File: src/rtl/yutorina_intc_if.sv
// Bus bundle between the interrupt controller and the CPU control unit / SPR port.
// Combinational wiring only, no latency.
// No backpressure; stall qualifies int_ack/eret inside the controller.
interface yutorina_intc_if #(
    parameter int IRQ_CH = 8
);
    logic [IRQ_CH-1:0] irq;
    logic              int_req;
    logic              int_ack;
    logic              eret;
    logic              stall;
    logic [2:0]        r_addr;
    logic [31:0]       r_data;
    logic [2:0]        w_addr;
    logic              we_;
    logic [31:0]       w_data;

    modport master (
        output irq, int_ack, eret, stall, r_addr, w_addr, we_, w_data,
        input  int_req, r_data
    );

    modport slave (
        input  irq, int_ack, eret, stall, r_addr, w_addr, we_, w_data,
        output int_req, r_data
    );
endinterface

File: src/rtl/yutorina_intc.sv
// External interrupt controller: sync/latch IRQs, mask+IE, single request, ack/ERET handshake.
// Latency: irq rise -> PEND after 3 edges, int_req one edge later; r_data combinational.
// Backpressure: int_ack/eret ignored while stall is high. Optional edge mode: YUTORINA_INTC_EDGE_EN.
module yutorina_intc #(
    parameter int IRQ_CH  = 8,
    parameter int CAUSE_W = 5
) (
    input  logic            clk,
    input  logic            rst,
    yutorina_intc_if.slave  bus
);
    typedef enum logic [1:0] {ST_IDLE, ST_REQ, ST_SERVICE} state_t;

    state_t               state_q, state_d;
    logic [IRQ_CH-1:0]    sync1_q, sync1_d;
    logic [IRQ_CH-1:0]    sync2_q, sync2_d;
    logic [IRQ_CH-1:0]    pend_q, pend_d;
    logic [IRQ_CH-1:0]    mask_q, mask_d;
    logic                 ie_q, ie_d;
    logic                 cause_vld_q, cause_vld_d;
    logic [CAUSE_W-1:0]   cause_idx_q, cause_idx_d;
    logic                 int_req_q, int_req_d;
`ifdef YUTORINA_INTC_EDGE_EN
    logic [IRQ_CH-1:0]    sync3_q, sync3_d;
    logic [IRQ_CH-1:0]    mode_q, mode_d;
`endif

    logic                 wr;
    logic [IRQ_CH-1:0]    clr;
    logic [IRQ_CH-1:0]    set;
    logic [IRQ_CH-1:0]    act;
    logic                 elig;
    logic [CAUSE_W-1:0]   low_idx;
    logic [31:0]          rdata;
    logic                 unused_wdata;

    assign unused_wdata = ^bus.w_data;

    always_comb begin
        sync1_d     = bus.irq;
        sync2_d     = sync1_q;
        mask_d      = mask_q;
        ie_d        = ie_q;
        state_d     = state_q;
        cause_vld_d = cause_vld_q;
        cause_idx_d = cause_idx_q;
        low_idx     = '0;

        wr  = !bus.we_;
        clr = (wr && bus.w_addr == 3'd1) ? bus.w_data[IRQ_CH-1:0] : '0;
        if (wr && bus.w_addr == 3'd0) mask_d = bus.w_data[IRQ_CH-1:0];
        if (wr && bus.w_addr == 3'd3) ie_d = bus.w_data[0];

`ifdef YUTORINA_INTC_EDGE_EN
        sync3_d = sync2_q;
        mode_d  = mode_q;
        if (wr && bus.w_addr == 3'd4) mode_d = bus.w_data[IRQ_CH-1:0];
        set = (sync2_q & ~mode_q) | (sync2_q & ~sync3_q & mode_q);
`else
        set = sync2_q;
`endif
        // set is OR'd after the clear so a live source wins over W1C
        pend_d = (pend_q & ~clr) | set;

        act  = pend_q & mask_q;
        elig = (|act) & ie_q;
        for (int i = IRQ_CH - 1; i >= 0; i--) begin
            if (act[i]) low_idx = CAUSE_W'(i);
        end

        case (state_q)
            ST_IDLE: begin
                if (elig) state_d = ST_REQ;
            end
            ST_REQ: begin
                if (bus.int_ack && !bus.stall) begin
                    state_d     = ST_SERVICE;
                    cause_vld_d = 1'b1;
                    cause_idx_d = low_idx;
                end else if (!elig) begin
                    state_d = ST_IDLE;
                end
            end
            ST_SERVICE: begin
                if (bus.eret && !bus.stall) begin
                    state_d     = ST_IDLE;
                    cause_vld_d = 1'b0;
                end
            end
            default: state_d = ST_IDLE;
        endcase

        int_req_d = (state_d == ST_REQ);
    end

    always_ff @(posedge clk or negedge rst) begin
        if (!rst) begin
            state_q     <= ST_IDLE;
            sync1_q     <= '0;
            sync2_q     <= '0;
            pend_q      <= '0;
            mask_q      <= '0;
            ie_q        <= 1'b0;
            cause_vld_q <= 1'b0;
            cause_idx_q <= '0;
            int_req_q   <= 1'b0;
`ifdef YUTORINA_INTC_EDGE_EN
            sync3_q     <= '0;
            mode_q      <= '0;
`endif
        end else begin
            state_q     <= state_d;
            sync1_q     <= sync1_d;
            sync2_q     <= sync2_d;
            pend_q      <= pend_d;
            mask_q      <= mask_d;
            ie_q        <= ie_d;
            cause_vld_q <= cause_vld_d;
            cause_idx_q <= cause_idx_d;
            int_req_q   <= int_req_d;
`ifdef YUTORINA_INTC_EDGE_EN
            sync3_q     <= sync3_d;
            mode_q      <= mode_d;
`endif
        end
    end

    always_comb begin
        rdata = '0;
        case (bus.r_addr)
            3'd0: rdata = 32'(mask_q);
            3'd1: rdata = 32'(pend_q);
            3'd2: rdata = {cause_vld_q, 31'(cause_idx_q)};
            3'd3: rdata = {30'd0, (state_q == ST_SERVICE), ie_q};
`ifdef YUTORINA_INTC_EDGE_EN
            3'd4: rdata = 32'(mode_q);
`endif
            default: rdata = '0;
        endcase
    end

    assign bus.r_data  = rdata;
    assign bus.int_req = int_req_q;
endmodule
File: src/flat_wrapper.sv
// flat-port wrapper written by rule: the top's interface ports become plain ports
module yutorina_intc_flat 
#(
    parameter int IRQ_CH  = 8,
    parameter int CAUSE_W = 5
)
  (clk, rst, bus_irq, bus_int_ack, bus_eret, bus_stall, bus_r_addr, bus_w_addr, bus_we_, bus_w_data, bus_int_req, bus_r_data);
  yutorina_intc_if #(.IRQ_CH(IRQ_CH)) bus_i ();
  input  logic clk;
  input  logic rst;
  input wire logic [$bits(bus_i.irq)-1:0] bus_irq;
  input wire logic [$bits(bus_i.int_ack)-1:0] bus_int_ack;
  input wire logic [$bits(bus_i.eret)-1:0] bus_eret;
  input wire logic [$bits(bus_i.stall)-1:0] bus_stall;
  input wire logic [$bits(bus_i.r_addr)-1:0] bus_r_addr;
  input wire logic [$bits(bus_i.w_addr)-1:0] bus_w_addr;
  input wire logic [$bits(bus_i.we_)-1:0] bus_we_;
  input wire logic [$bits(bus_i.w_data)-1:0] bus_w_data;
  output wire logic [$bits(bus_i.int_req)-1:0] bus_int_req;
  output wire logic [$bits(bus_i.r_data)-1:0] bus_r_data;
  assign bus_i.irq = bus_irq;
  assign bus_i.int_ack = bus_int_ack;
  assign bus_i.eret = bus_eret;
  assign bus_i.stall = bus_stall;
  assign bus_i.r_addr = bus_r_addr;
  assign bus_i.w_addr = bus_w_addr;
  assign bus_i.we_ = bus_we_;
  assign bus_i.w_data = bus_w_data;
  assign bus_int_req = bus_i.int_req;
  assign bus_r_data = bus_i.r_data;
  yutorina_intc #(.IRQ_CH(IRQ_CH), .CAUSE_W(CAUSE_W)) u_core (.clk(clk), .rst(rst), .bus(bus_i));
endmodule
File: config.mk
export PLATFORM = sky130hd
export DESIGN_NAME = yutorina_intc_flat
export DESIGN_NICKNAME = d
export VERILOG_FILES = /design/src/rtl/yutorina_intc_if.sv /design/src/rtl/yutorina_intc.sv /design/src/flat_wrapper.sv
export SDC_FILE = /design/constraint.sdc
export NUM_CORES = 1
export LEC_CHECK = 0
export CORE_MARGIN = 1.5
export CORE_UTILIZATION = 38
export CTS_CLUSTER_DIAMETER = 40
export DETAILED_ROUTE_END_ITERATION = 7
export PLACE_DENSITY = 0.77
export SYNTH_ARGS = -nofsm -noshare
export SYNTH_HDL_FRONTEND = slang
export SYNTH_SLANG_ARGS = --single-unit
File: constraint.sdc
create_clock -name clk -period 1.6 [get_ports clk]
set_input_delay 0.16 -clock clk [delete_from_list [all_inputs] [get_ports clk]]
set_output_delay 0.16 -clock clk [all_outputs]
set_load 0.005 [all_outputs]
==> metrics.txt, run 1 <==
status complete, but fails checks; failing checks negative setup slack; sw frac a little over a quarter; largest net degree at the start of global routing 18; pwr/cell area 1200 nW/µm²; via count 1392; Power Total 0.00325 W; XOR/XNOR Fraction of Synth Area 0%; Final Setup Violations 4; Yosys warning total 0; DR iter-0 viols 42; Post-Route Utilization 56.1%; Comb pwr share 33.1%; Crit path depth 4; die width 74.3 µm; largest family of logic cells by synthesized area compound AO/OA/AOI/OAI gates; cell count after synthesis 161; antenna violations before repair 0; drt first pass iters 4; H-tree depth 2; CTS max path bufs 2; min-delay worst type in2reg; hold depth 1; setup ws final -0.164 ns; Internal 0.00239 W; DIE AREA 5520 µm²; antenna cell count 0; worst-case reg-to-reg path depth 5; fmax approximately 0.57 GHz; sequential power share 37.7%; Clk pin slew, worst setup/hold paths approximately 0.080 ns; Clock Power Share 29.1%; CP Buf/Inv Count 1; Syn Area/Cell 12.0 µm²; Area growth syn-to-layout 40.0%; maximum VDD drop 0.476 mV; Synth Register Bits 40; clock sinks 40; Clock Tree Root clkbuf_8; post-layout net count ~300; ys async rst share between 90% and 100%; I/O pins 85; die height 74.3 µm; Synth Area in Simple Gates about an eighth; Switch Pwr 0.000866 W; Detail Placement HPWL 3000 µm; unrepaired setup endpoints after global routing true; Syn Std Cell Area 1930 µm²; CP startpoint kind flip-flop; Post-synth EDFFs 0; wire per inst approximately 12 µm; crit path DAT 1.60 ns; first-pass GRT wire length 6210 µm; global route total overflow 0; Max Fanout on Critical Path 2; worst skew pair latency 0.29 ns; Max Cap Violations 0; critical path class reg2out; TritonCTS clock tree done; DRC viols 0; Crit path required time 1.44 ns; Worst path max stage delay between 0.4 and 0.5 ns; worst-case clock skew 0.00863 ns; Synth Area in Compound Gates 12.4%; Crit path max-delay family multiplexers; global-route usage over all layers 15.3%; initial core utilization 40.1%; row cnt 25; Placer Congestion between 0.8 and 0.9; crit-path cells ha_2 > mux4_2 > nor2b_1 > buf_2; mux contribution to synthesized area 10.7%; layout cells sized above 1 between 20 and 30%; count of cell types in the netlist 34; Main synth FF type dfrtp_1; Num CTS Buffers 5; Pleak ~1.3 nW; endpoints failing hold 0; final antenna-violating net count 0; vias in the first global route 1366; Slowest cell on crit path mux4_2; Tmin final 1.76 ns; port bufs 37; Routed WL between 3000 and 4000 µm; core box area 4820 µm²; DR vias/cell 4.52; Synth Area in Adders between 2 and 3%; sequential share of the synthesized area 51.8%; Tcrit/Tclk final 110%; Final Max Slew Viols 0; Crit. End Element output pin
==> Yosys cell counts (2+ instances only) <==
cell type   n  area (µm²)
dfrtp_1    40        1000
buf_4      23         173
nand2_1    17        63.8
mux2_1      9         101
a21o_1      8        60.1
nor2_1      8        30.0
nor3_1      7        35.0
a22o_1      6        52.6
mux2i_1     6        60.1
ha_1        4        50.1
inv_1       4        15.0
o21ai_1     3        15.0
a31oi_1     2        12.5
clkbuf_1    2        7.51
mux4_2      2        45.0
nor2b_1     2        12.5
==> placed cells by master (no fill, tap or decap), types with 6 or more instances in the layout <==
cell type        netlist  routed
a21o_1                 8       8
a22o_1                 6       6
buf_4                 23      39
clkdlybuf4s50_1        0      24
conb_1                 1      23
dfrtp_1               40      40
dlygate4sd2_1          0       9
mux2_1                 9       9
mux2i_1                6       6
nand2_1               17      17
nor2_1                 8       8
==> state kept, by name, summed over array words and instances (netlist names) <==
register / flops
u_core.pend_q: 8
u_core.sync1_q: 8
u_core.mask_q: 8
u_core.ie_q: 1
u_core.state_q: 2
u_core.bus.int_req: 1
u_core.set: 8
u_core.cause_vld_q: 1
u_core.cause_idx_q: 3
==> cell type report <==
type                    count  area, µm²
inverters                   4       15.0
well taps                  67       83.8
multi-input cells         113        832
clock inverters             2       60.1
flip-flops and latches     40       1000
clock buffers               5       68.8
fillers                   432       2110
repair buffers             77        642
==> kinds of logic after synthesis <==
group	count (synthesis)
and+or+nand+nor	42
DFF	40
buffers and inverters	30
AOI/OAI and AO/OA	27
muxes	17
adders and majority gates	4
other	1
==> worst register-to-register path: stages, from the launching register on <==
cell and delay [ns]:
dfrtp_1 0.39, a22o_1 0.29, o41ai_4 0.41, nor3_1 0.09
a221o_1 0.31, nor4b_4 0.14
==> final timing paths <==
| kind | from | endpoint | slack [ns] |
|---|---|---|---|
| setup / recovery | u_core.state_q[1] | bus_r_data[1] | -0.16 |
| min in group asynchronous | rst | u_core.cause_idx_q[1] | 0.32 |
| hold reg to reg | u_core.sync1_q[3] | u_core.set[3] | 0.36 |
| hold / removal | bus_irq[5] | u_core.sync1_q[5] | 0.30 |
| max in group asynchronous | rst | u_core.set[0] | 0.76 |
| setup reg to reg | u_core.mask_q[6] | u_core.bus.int_req | -0.14 |
==> timing repair <==
action / CTS / global route
gates resized for setup: 24 / 2
pin swaps: 3 / 1
gates cloned: 0 / 0
hold buffers: 1 / 0
setup endpoints to repair: 12 / 6
setup buffers: 1 / 1
endpoints found under the hold margin: 15 / 0
==> through the flow <==
stage	cells	area [µm²]	hold slack (ns)	setup WS [ns]	TNS, ns
5_1_grt	308	2700	0.292	-0.221	-0.688
3_5_place_dp	298	2550	0.109	-0.430	-3.30
6_report	308	2700	0.303	-0.164	-0.428
2_1_floorplan	183	2010	-0.136	-0.0599	-0.0599
4_1_cts	307	2700	0.289	-0.152	-0.417
3_3_place_gp	298	2550	0.0996	-0.456	-3.42
==> metal layers <==
metal  track usage, %  wire length (µm)  vias up
li1                 -                 -      678
met1             19.1              1650      667
met2             24.4              1940       43
met3             4.74               197        4
met4             7.27                53        0
met5                0                 0        -
==> power by group through the flow <==
stage          Clock, W  Combinational (W)  Sequential (W)
2_1_floorplan         0           0.000582         0.00125
3_3_place_gp          0            0.00104         0.00124
3_5_place_dp          0            0.00107         0.00124
4_1_cts        0.000977            0.00107         0.00123
5_1_grt         0.00101            0.00118         0.00124
6_report       0.000948            0.00108         0.00123
(Power assumes the default switching activity.)
==> run 2: changes to the inputs <==
--- a/config.mk
+++ b/config.mk
@@ -5,6 +5,7 @@
 export SDC_FILE = /design/constraint.sdc
 export NUM_CORES = 1
 export LEC_CHECK = 0
+export CAP_MARGIN = 20
 export CORE_MARGIN = 1.5
 export CORE_UTILIZATION = 38
 export CTS_CLUSTER_DIAMETER = 40
==> results of run 2 <==
Same layout as run 1: the final DEF is identical, and so are final timing and power.
==> run 3: changes to the inputs <==
--- a/config.mk
+++ b/config.mk
@@ -10,7 +10,10 @@
 export CORE_UTILIZATION = 38
 export CTS_CLUSTER_DIAMETER = 40
 export DETAILED_ROUTE_END_ITERATION = 7
+export GPL_TIMING_DRIVEN = 0
+export MAX_ROUTING_LAYER = met4
 export PLACE_DENSITY = 0.77
+export SETUP_SLACK_MARGIN = 0.3
 export SYNTH_ARGS = -nofsm -noshare
 export SYNTH_HDL_FRONTEND = slang
 export SYNTH_SLANG_ARGS = --single-unit
==> metrics.txt, run 3 (synthesized netlist as in run 1, its figures left out) <==
Crit path required time 1.44 ns (about the same); Max Cap Violations 0 (unchanged); fmax 0.556 GHz (was 0.567 GHz); Max Fanout on Critical Path 2 (unchanged); Slew @ Worst Pin approximately 0.89 ns; Tcrit/Tclk final 112% (was 110%); Final Max Slew Viols 0 (unchanged); hold_ws 0.287 ns (was 0.303 ns); vias in the first global route 1433 (was 1366); setup_tns -0.893 ns (was -0.428 ns); Detail Placement HPWL 2730 µm (was 3000 µm); initial core utilization 40.1% (unchanged); Routed WL 4220 µm (was 3840 µm); min-delay worst type in2reg (unchanged); row cnt 25 (unchanged); antenna violations before repair 0 (unchanged); clock sinks 40 (unchanged); fin cells 322 (was 308); pwr/cell area 1090 nW/µm² (was 1200 nW/µm²); Slew HR between 40% and 50%; global-route usage over all layers 17.3% (was 15.3%); die width 74.3 µm (unchanged); largest net degree at the start of global routing 41 (was 18); Clock Tree Root clkbuf_8 (unchanged); critical path class reg2out (unchanged); Placer Congestion 0.871 (was 0.893); via count 1444 (was 1392); Area growth syn-to-layout 46.6% (was 40.0%); worst-case clock skew 0.00472 ns (was 0.00863 ns); endpoints failing hold 0 (unchanged); Crit. End Element output pin (unchanged); crit path DAT 1.64 ns (was 1.60 ns); Clk pin slew, worst setup/hold paths 0.08 ns (about the same); DRC viols 0 (unchanged); port bufs 34 (was 37); first-pass GRT wire length 6680 µm (was 6210 µm); final antenna-violating net count 0 (unchanged); wire per inst 13.1 µm (was 12.5 µm); I/O pins 85 (unchanged); CP startpoint kind flip-flop (unchanged); TritonCTS clock tree done (unchanged); die height 74.3 µm (unchanged); commonest non-fill, non-tap cell in the layout buf_4 (was dfrtp_1); Layout fillers 421 (was 432); Final Setup Violations 6 (was 4); worst skew pair latency 0.30 ns (was 0.29 ns); core box area 4820 µm² (unchanged); DIE AREA 5520 µm² (unchanged); post-layout net count 310 (was 297); Tmin final 1.80 ns (was 1.76 ns); status complete, but fails checks (unchanged); setup ws final -0.200 ns (was -0.164 ns); drt first pass iters 4 (unchanged); Num CTS Buffers 5 (unchanged); maximum VDD drop 0.623 mV (was 0.476 mV); commonest non-fill, non-tap cells in the layout 42 x buf_4, 40 x dfrtp_1, 23 x conb_1 (was 40 x dfrtp_1, 39 x buf_4, 24 x clkdlybuf4s50_1); Placed Cells 284 (was 298); layout cells sized above 1 34.5% (was 25.7%); DR vias/cell 4.48 (was 4.52); global route total overflow 0 (unchanged); DR iter-0 viols 46 (was 42); Pleak 1.35 nW (was 1.25 nW); CTS max path bufs 2 (unchanged); H-tree depth 2 (unchanged); antenna cell count 0 (unchanged); unrepaired setup endpoints after global routing true (unchanged); failing checks negative setup slack (unchanged)
-- run 3: cell count changes in the layout (fill, tap and decap cells not counted), sizes merged --
cell and change:
buf +19, dlygate4sd2 -8, clkdlybuf4s50 -2, clkbuf +1
dlymetal6s2s +3, bufinv -2, clkinv +3
-- run 3: path summary, 6_finish.rpt --
kind | start | endpoint | slack (ns) | depth (start not counted)
max reg2reg | u_core.pend_q[1] | u_core.bus.int_req | -0.20 | 5
min reg2reg | u_core.sync1_q[2] | u_core.set[2] | 0.35 | 0
max | u_core.state_q[0] | bus_r_data[1] | -0.20 | 5
max in group asynchronous | rst | u_core.bus.int_req | 0.53 | 2
min | bus_irq[2] | u_core.sync1_q[2] | 0.29 | 1
min in group asynchronous | rst | u_core.sync1_q[2] | 0.51 | 2
-- run 3: final cells by class --
| cell class | count | area (µm²) | share of cell area, % |
|---|---|---|---|
| clock buffers | 5 | 68.8 | 2.43 |
| plain buffers | 26 | 185 | 6.54 |
| inverters | 4 | 17.5 | 0.619 |
| clock inverters | 3 | 18.8 | 0.663 |
| flip-flops and latches | 40 | 1000 | 35.4 |
| well taps | 67 | 83.8 | 2.96 |
| repair buffers | 64 | 572 | 20.2 |
| multi-input cells | 113 | 883 | 31.2 |
-- run 3: what timing repair did --
item                                    4_1_cts  5_1_grt
pin swaps                                    15        7
hold buffers                                  1        0
gates resized for setup                      43       11
hold endpoints to repair                     13        0
endpoints found under the setup margin       31       32
setup buffers                                28        1
-- run 3: report_power, final --
part	switching [W]	internal [W]
Clock	0.000367	0.000304
Sequential	0.0000998	0.00116
Combinational	0.000511	0.000657
-- run 3: critical path: stages, from the launching register on --
cell	delay, ns
dfrtp_1	0.38
inv_2	0.06
ha_4	0.15
mux4_2	0.47
nor2b_4	0.14
buf_2	0.14
-- run 3: through the flow --
step / setup slack, ns / total power [W] / utilization, % / cell area, µm²
global route: -0.270 / 0.00326 / 58.8 / 2830
CTS: -0.210 / 0.00300 / 57.7 / 2780
global placement: -0.577 / 0.00209 / 51.0 / 2460
detailed placement: -0.258 / 0.00213 / 50.9 / 2450
floorplan: -0.0599 / 0.00186 / - / 2030
finish: -0.200 / 0.00309 / 58.8 / 2830
-- run 3: per-layer routing --
metal | track usage, % | up-vias | routed length [µm]
met5 | - | - | 0
met4 | 8.08 | 0 | 68
met3 | 4.88 | 6 | 192
met2 | 29.1 | 44 | 2200
met1 | 18.9 | 690 | 1760
li1 | - | 704 | -
